--- src/rtl/keypad_pkg.sv ---
// Shared types and constants for the keypad debounce/queue slice.
// Key codes 0..11 are real keys; 13 is the scan FSM's idle code.
package keypad_pkg;

  typedef enum logic [1:0] {
    ST_IDLE,
    ST_CHECK,
    ST_HELD,
    ST_RELEASE
  } deb_state_t;

  localparam logic [3:0] KP_NO_KEY  = 4'd13;
  localparam logic [3:0] KP_MAX_KEY = 4'd11;

  function automatic logic is_key(logic [3:0] d);
    return (d <= KP_MAX_KEY) && (d != KP_NO_KEY);
  endfunction

endpackage

--- src/rtl/kp_sync_fifo.sv ---
// First-word-fall-through FIFO with exact occupancy count.
// Head data reads as zero while empty.
module kp_sync_fifo #(
  parameter int WIDTH = 4,
  parameter int DEPTH = 4
) (
  input  logic                       CLK,
  input  logic                       RST,
  input  logic                       push_i,
  input  logic                       pop_i,
  input  logic [WIDTH-1:0]           din_i,
  output logic [WIDTH-1:0]           dout_o,
  output logic                       full_o,
  output logic                       empty_o,
  output logic [$clog2(DEPTH+1)-1:0] count_o
);

  localparam int AW = $clog2(DEPTH);
  localparam int CW = $clog2(DEPTH + 1);

  logic [WIDTH-1:0] mem_q [DEPTH];
  logic [AW-1:0]    wr_q, wr_d;
  logic [AW-1:0]    rd_q, rd_d;
  logic [CW-1:0]    cnt_q, cnt_d;
  logic             do_push;
  logic             do_pop;

  assign empty_o = (cnt_q == '0);
  assign full_o  = (cnt_q == CW'(DEPTH));
  assign count_o = cnt_q;
  assign dout_o  = empty_o ? '0 : mem_q[rd_q];

  // A pop on the same cycle frees the slot a full-queue push needs.
  assign do_pop  = pop_i && !empty_o;
  assign do_push = push_i && (!full_o || do_pop);

  always_comb begin
    wr_d  = wr_q;
    rd_d  = rd_q;
    cnt_d = cnt_q;
    if (do_push) wr_d = wr_q + AW'(1);
    if (do_pop)  rd_d = rd_q + AW'(1);
    case ({do_push, do_pop})
      2'b10:   cnt_d = cnt_q + CW'(1);
      2'b01:   cnt_d = cnt_q - CW'(1);
      default: cnt_d = cnt_q;
    endcase
  end

  always_ff @(posedge CLK) begin
    if (RST) begin
      wr_q  <= '0;
      rd_q  <= '0;
      cnt_q <= '0;
    end else begin
      wr_q  <= wr_d;
      rd_q  <= rd_d;
      cnt_q <= cnt_d;
    end
  end

  always_ff @(posedge CLK) begin
    if (do_push) mem_q[wr_q] <= din_i;
  end

endmodule

--- src/rtl/keypad_debounce_queue.sv ---
// Debounces scan-FSM keypresses into single events, queues them
// for the MCU and raises a one-cycle interrupt per accepted key.
module keypad_debounce_queue
  import keypad_pkg::*;
#(
  parameter int DEB_CYCLES = 16,
  parameter int DEPTH      = 4
) (
  input  logic                       CLK,
  input  logic                       RST,
  input  logic                       PRESS,
  input  logic [3:0]                 DATA,
  input  logic                       RD,
  output logic [3:0]                 KEY_CODE,
  output logic                       KEY_VALID,
  output logic                       INTR,
  output logic                       OVF,
  output logic [$clog2(DEPTH+1)-1:0] COUNT
);

  localparam int CW = $clog2(DEB_CYCLES);
  localparam logic [CW-1:0] LAST = CW'(DEB_CYCLES - 1);

  deb_state_t    state_q, state_d;
  logic [CW-1:0] cnt_q, cnt_d;
  logic [3:0]    cand_q, cand_d;
  logic          intr_q;
  logic          ovf_q;
  logic          push;
  logic          full;
  logic          empty;

  always_comb begin
    state_d = state_q;
    cnt_d   = cnt_q;
    cand_d  = cand_q;
    push    = 1'b0;
    unique case (state_q)
      ST_IDLE: begin
        if (PRESS && is_key(DATA)) begin
          cand_d  = DATA;
          cnt_d   = CW'(1);
          state_d = ST_CHECK;
        end
      end
      ST_CHECK: begin
        if (PRESS && (DATA == cand_q)) begin
          if (cnt_q == LAST) begin
            push    = 1'b1;
            cnt_d   = '0;
            state_d = ST_HELD;
          end else begin
            cnt_d = cnt_q + CW'(1);
          end
        end else begin
          cnt_d   = '0;
          state_d = ST_IDLE;
        end
      end
      ST_HELD: begin
        if (!PRESS) begin
          cnt_d   = CW'(1);
          state_d = ST_RELEASE;
        end
      end
      ST_RELEASE: begin
        // Any press while releasing is bounce on the same key.
        if (PRESS) begin
          cnt_d   = '0;
          state_d = ST_HELD;
        end else if (cnt_q == LAST) begin
          cnt_d   = '0;
          state_d = ST_IDLE;
        end else begin
          cnt_d = cnt_q + CW'(1);
        end
      end
      default: begin
        cnt_d   = '0;
        state_d = ST_IDLE;
      end
    endcase
  end

  always_ff @(posedge CLK) begin
    if (RST) begin
      state_q <= ST_IDLE;
      cnt_q   <= '0;
      cand_q  <= '0;
      intr_q  <= 1'b0;
      ovf_q   <= 1'b0;
    end else begin
      state_q <= state_d;
      cnt_q   <= cnt_d;
      cand_q  <= cand_d;
      intr_q  <= push;
      if (push && full && !RD) ovf_q <= 1'b1;
    end
  end

  kp_sync_fifo #(
    .WIDTH(4),
    .DEPTH(DEPTH)
  ) u_fifo (
    .CLK    (CLK),
    .RST    (RST),
    .push_i (push),
    .pop_i  (RD),
    .din_i  (cand_q),
    .dout_o (KEY_CODE),
    .full_o (full),
    .empty_o(empty),
    .count_o(COUNT)
  );

  assign KEY_VALID = !empty;
  assign INTR      = intr_q;
  assign OVF       = ovf_q;

endmodule

--- config.mk ---
export PLATFORM = sky130hd
export DESIGN_NAME = keypad_debounce_queue
export DESIGN_NICKNAME = d
export VERILOG_FILES = /design/src/rtl/keypad_pkg.sv /design/src/rtl/kp_sync_fifo.sv /design/src/rtl/keypad_debounce_queue.sv
export SDC_FILE = /design/constraint.sdc
export NUM_CORES = 1
export LEC_CHECK = 0
export CORE_MARGIN = 3
export CORE_UTILIZATION = 60
export CTS_BUF_LIST = sky130_fd_sc_hd__clkbuf_2
export CTS_CLUSTER_SIZE = 12
export DETAILED_ROUTE_END_ITERATION = 7
export GPL_ROUTABILITY_DRIVEN = 1
export PLACE_DENSITY_LB_ADDON = 0.05
export SKIP_CTS_REPAIR_TIMING = 1
export SYNTH_ARGS = -nofsm -noshare
export SYNTH_HDL_FRONTEND = slang
export SYNTH_SLANG_ARGS = --single-unit
--- constraint.sdc ---
create_clock -name CLK -period 6.6 [get_ports CLK]
set_input_delay 1.32 -clock CLK [delete_from_list [all_inputs] [get_ports CLK]]
set_output_delay 1.32 -clock CLK [all_outputs]
set_load 0.1 [all_outputs]
==> flow_metrics.tcl <==
set metrics [dict create \
    status "finished clean" \
    crit_buf_inv 1 \
    grt_max_degree 24 \
    finalClockSkew_ps 10.3 \
    max-cap-violations 0 \
    clock_path_buffers 2 \
    pre_cts_slack_ps 2540 \
    grt.overflow.total 0 \
    p_leak_uw 0.000688 \
    max-slew-margin-rel 0.355 \
    synthAdderAreaFrac 0.0492 \
    core_area_um2 2570 \
    dr.pass1.iters 4 \
    synth_compound_area_frac 0.0477 \
    path_delay_family "buffers and inverters" \
    grt_pass1_vias 1074 \
    cts-root-buf "clkbuf_2" \
    powerDensity_nw_per_um2 334 \
    ir_worst_vdd_v 0.000428 \
    cpPeakStageDelay_ps 960 \
    hold_class "flip-flop to flip-flop" \
    path_clk_slew_ps 180 \
    setup_viol 0 \
    ys_seq_area_frac 0.537 \
    viasPerCell 5.67 \
    synth-main-ff-cell "dfxtp_1" \
    ys_ff_latch 37 \
    port_buffers 17 \
    syn_area_um2 1680 \
    start_util 0.654 \
    cp-end-kind "output pin" \
    antennaDiodeCount 0 \
    timing.fmax_mhz 255 \
    area_growth_pct 12.3 \
    finalHoldViolCount 0 \
    synth_edf_count 16 \
    cts.sinks 37 \
    synth_xor_area_frac 0.0418 \
    std_cell_rows 18 \
    cp_max_fo 4 \
    syn_avg_cell_area_um2 12.0 \
    drive_gt1_frac 0.138 \
    required_ps 5280 \
    drt_iter0_drc 31 \
    min_period_over_period 0.593 \
    synth_top_family_by_area "simple AND/OR/NAND/NOR gates" \
    slew_violations 0 \
    crit_chain "mux4_2 -> and2_2 -> clkdlybuf4s50_1" \
    crit_type "flip-flop to output pin" \
    synthMuxAreaShare 0.109 \
    grt_usage 0.188 \
    hpwl_mm 2.07 \
    synthCells 140 \
    whs_ps 460 \
    multi_input_area_um2 713 \
    synth-simple-area-share 0.177 \
    clk_latency_ps 360 \
    io_pins 18 \
    min_period_ps 3910 \
    cts_max_level 2 \
    regArea_um2 901 \
    die-area_um2 3470 \
    ant_nets 0 \
    critPathSlowestCell "clkdlybuf4s50_1" \
    layout_commonest_cell "dfxtp_1" \
    min_from "OVF$_SDFFE_PP0P_" \
    setup_ws_ps 2690 \
    r2r_end "u_fifo.count_o[2]$_SDFFE_PP0P_" \
    dieWidth_um 58.9 \
    nNetsFinal 173 \
    crit_path_start_kind "flip-flop" \
    finalSetupTns_ps 0 \
    synth_top_area_cell "edfxtp_1" \
    rsz0062_at_grt "false" \
    cts_buffers 5 \
    route.detailed.drc 0 \
    synth_async_sr_flop_share 0 \
    fillers 193 \
    yosys_warnings 0 \
    cp.arrival_ps 2590 \
    gp_congestion 0.745 \
    synth_fp_nets 154 \
    synth.area.top_cells "edfxtp_1 (29%), dfxtp_1 (25%), mux4_2 (5.4%), mux2i_1 (4.2%), ha_1 (3.7%)" \
    reg2reg_from "cnt_q[1]$_SDFFE_PP0P_" \
    grt_antenna_before_repair 0 \
    ff2ff_path_depth 8 \
    final_cell_mix "dfxtp_1 (21), clkdlybuf4s50_1 (17), nor2_1 (16), edfxtp_1 (16)" \
    grt_pass1_wl_mm 4.86 \
    ys_types 38 \
    r2r_setup_slack_ps 3840 \
    cts_tree "done" \
    wire_per_inst_um 14.5 \
    final_core_util 0.734 \
    tightestPinTransition_ps 964 \
    drt-total-wl_mm 2.76 \
    min_to "OVF$_SDFFE_PP0P_" \
    fp.dieH_um 58.9 \
    hold_depth 2 \
    vias 1078 \
    synth_top_area_frac 0.286 \
]
## layout make-up
class	count	area share
Clock inverter	2	0.00531
Tap cell	30	0.0199
Sequential cell	37	0.478
Inverter	6	0.0120
Multi-Input combinational cell	92	0.378
Clock buffer	6	0.0159
Timing Repair Buffer	17	0.0903
## registers in the layout, indices dropped and copies added (netlist names), named ones only
| name | cells |
|---|---|
| u_fifo.mem_q | 16 |
| cand_q | 4 |
| cnt_q | 4 |
| u_fifo.count_o | 3 |
| state_q | 2 |
| u_fifo.rd_q | 2 |
| u_fifo.wr_q | 2 |
| INTR | 1 |
| OVF | 1 |
## kinds of logic after synthesis
logic type	after synthesis
DFF	37
and+or+nand+nor	53
adders and majority gates	6
buffers and inverters	11
AOI/OAI and AO/OA	12
xor gates and xnor gates	8
muxes	13
## power by group
| part | switching [µW] | total [µW] | internal [µW] |
|---|---|---|---|
| sequential | 19.5 | 272 | 253 |
| clock | 71.2 | 97.9 | 26.7 |
| combinational | 179 | 260 | 80.1 |
| total | 270 | 630 | 359 |
## worst max path at each step
stage | from | endpoint | slack, ps | depth (start not counted)
3_5_place_dp | PRESS | u_fifo.count_o[2]$_SDFFE_PP0P_ | 2540 | 9
5_1_grt | flip-flop | KEY_CODE[3] | 2550 | 3
6_report | flip-flop | KEY_CODE[3] | 2690 | 3
3_3_place_gp | DATA[3] | u_fifo.count_o[2]$_SDFFE_PP0P_ | 2630 | 9
2_1_floorplan | PRESS | u_fifo.count_o[2]$_SDFFE_PP0P_ | 3220 | 9
4_1_cts | flip-flop | KEY_CODE[3] | 2630 | 3
## metal layers
metal	vias up	part of all wire	track usage	routed length, µm
li1	530	-	-	-
met1	513	0.45	0.238	1230
met2	31	0.49	0.312	1360
met3	4	0.053	0.0461	146
met4	0	0.0076	0.0680	21
met5	-	0	0	0
## worst register-to-register path: stages, from the launching register on
cell and delay [ps]:
dfxtp_1 400, ha_1 200, nand3_1 220, or3_1 560, and2_2 260, fa_1 370, nor3b_2 170, mux2i_1 160
mux2_1 330
## cells in the mapped netlist, types with 2 or more instances
master,number
a21oi_1,3
a22oi_1,2
nor2b_1,3
dfxtp_1,21
a211oi_1,2
ha_1,5
mux2i_1,7
nand2b_1,3
buf_6,3
mux4_2,4
inv_1,6
nand3_1,5
and2_1,4
nor2_1,16
or3_1,2
nand3b_1,2
edfxtp_1,16
xnor2_1,7
nand2_1,6
and2_2,5
## through the flow
step	total power (µW)	cells	cell area [µm²]
after global placement	533	182	1840
after CTS	635	190	1880
after detailed placement	538	182	1840
after global routing	663	190	1880
after floorplan	499	140	1680
final	630	190	1880
No activity file was read; power rests on OpenSTA's default activity.
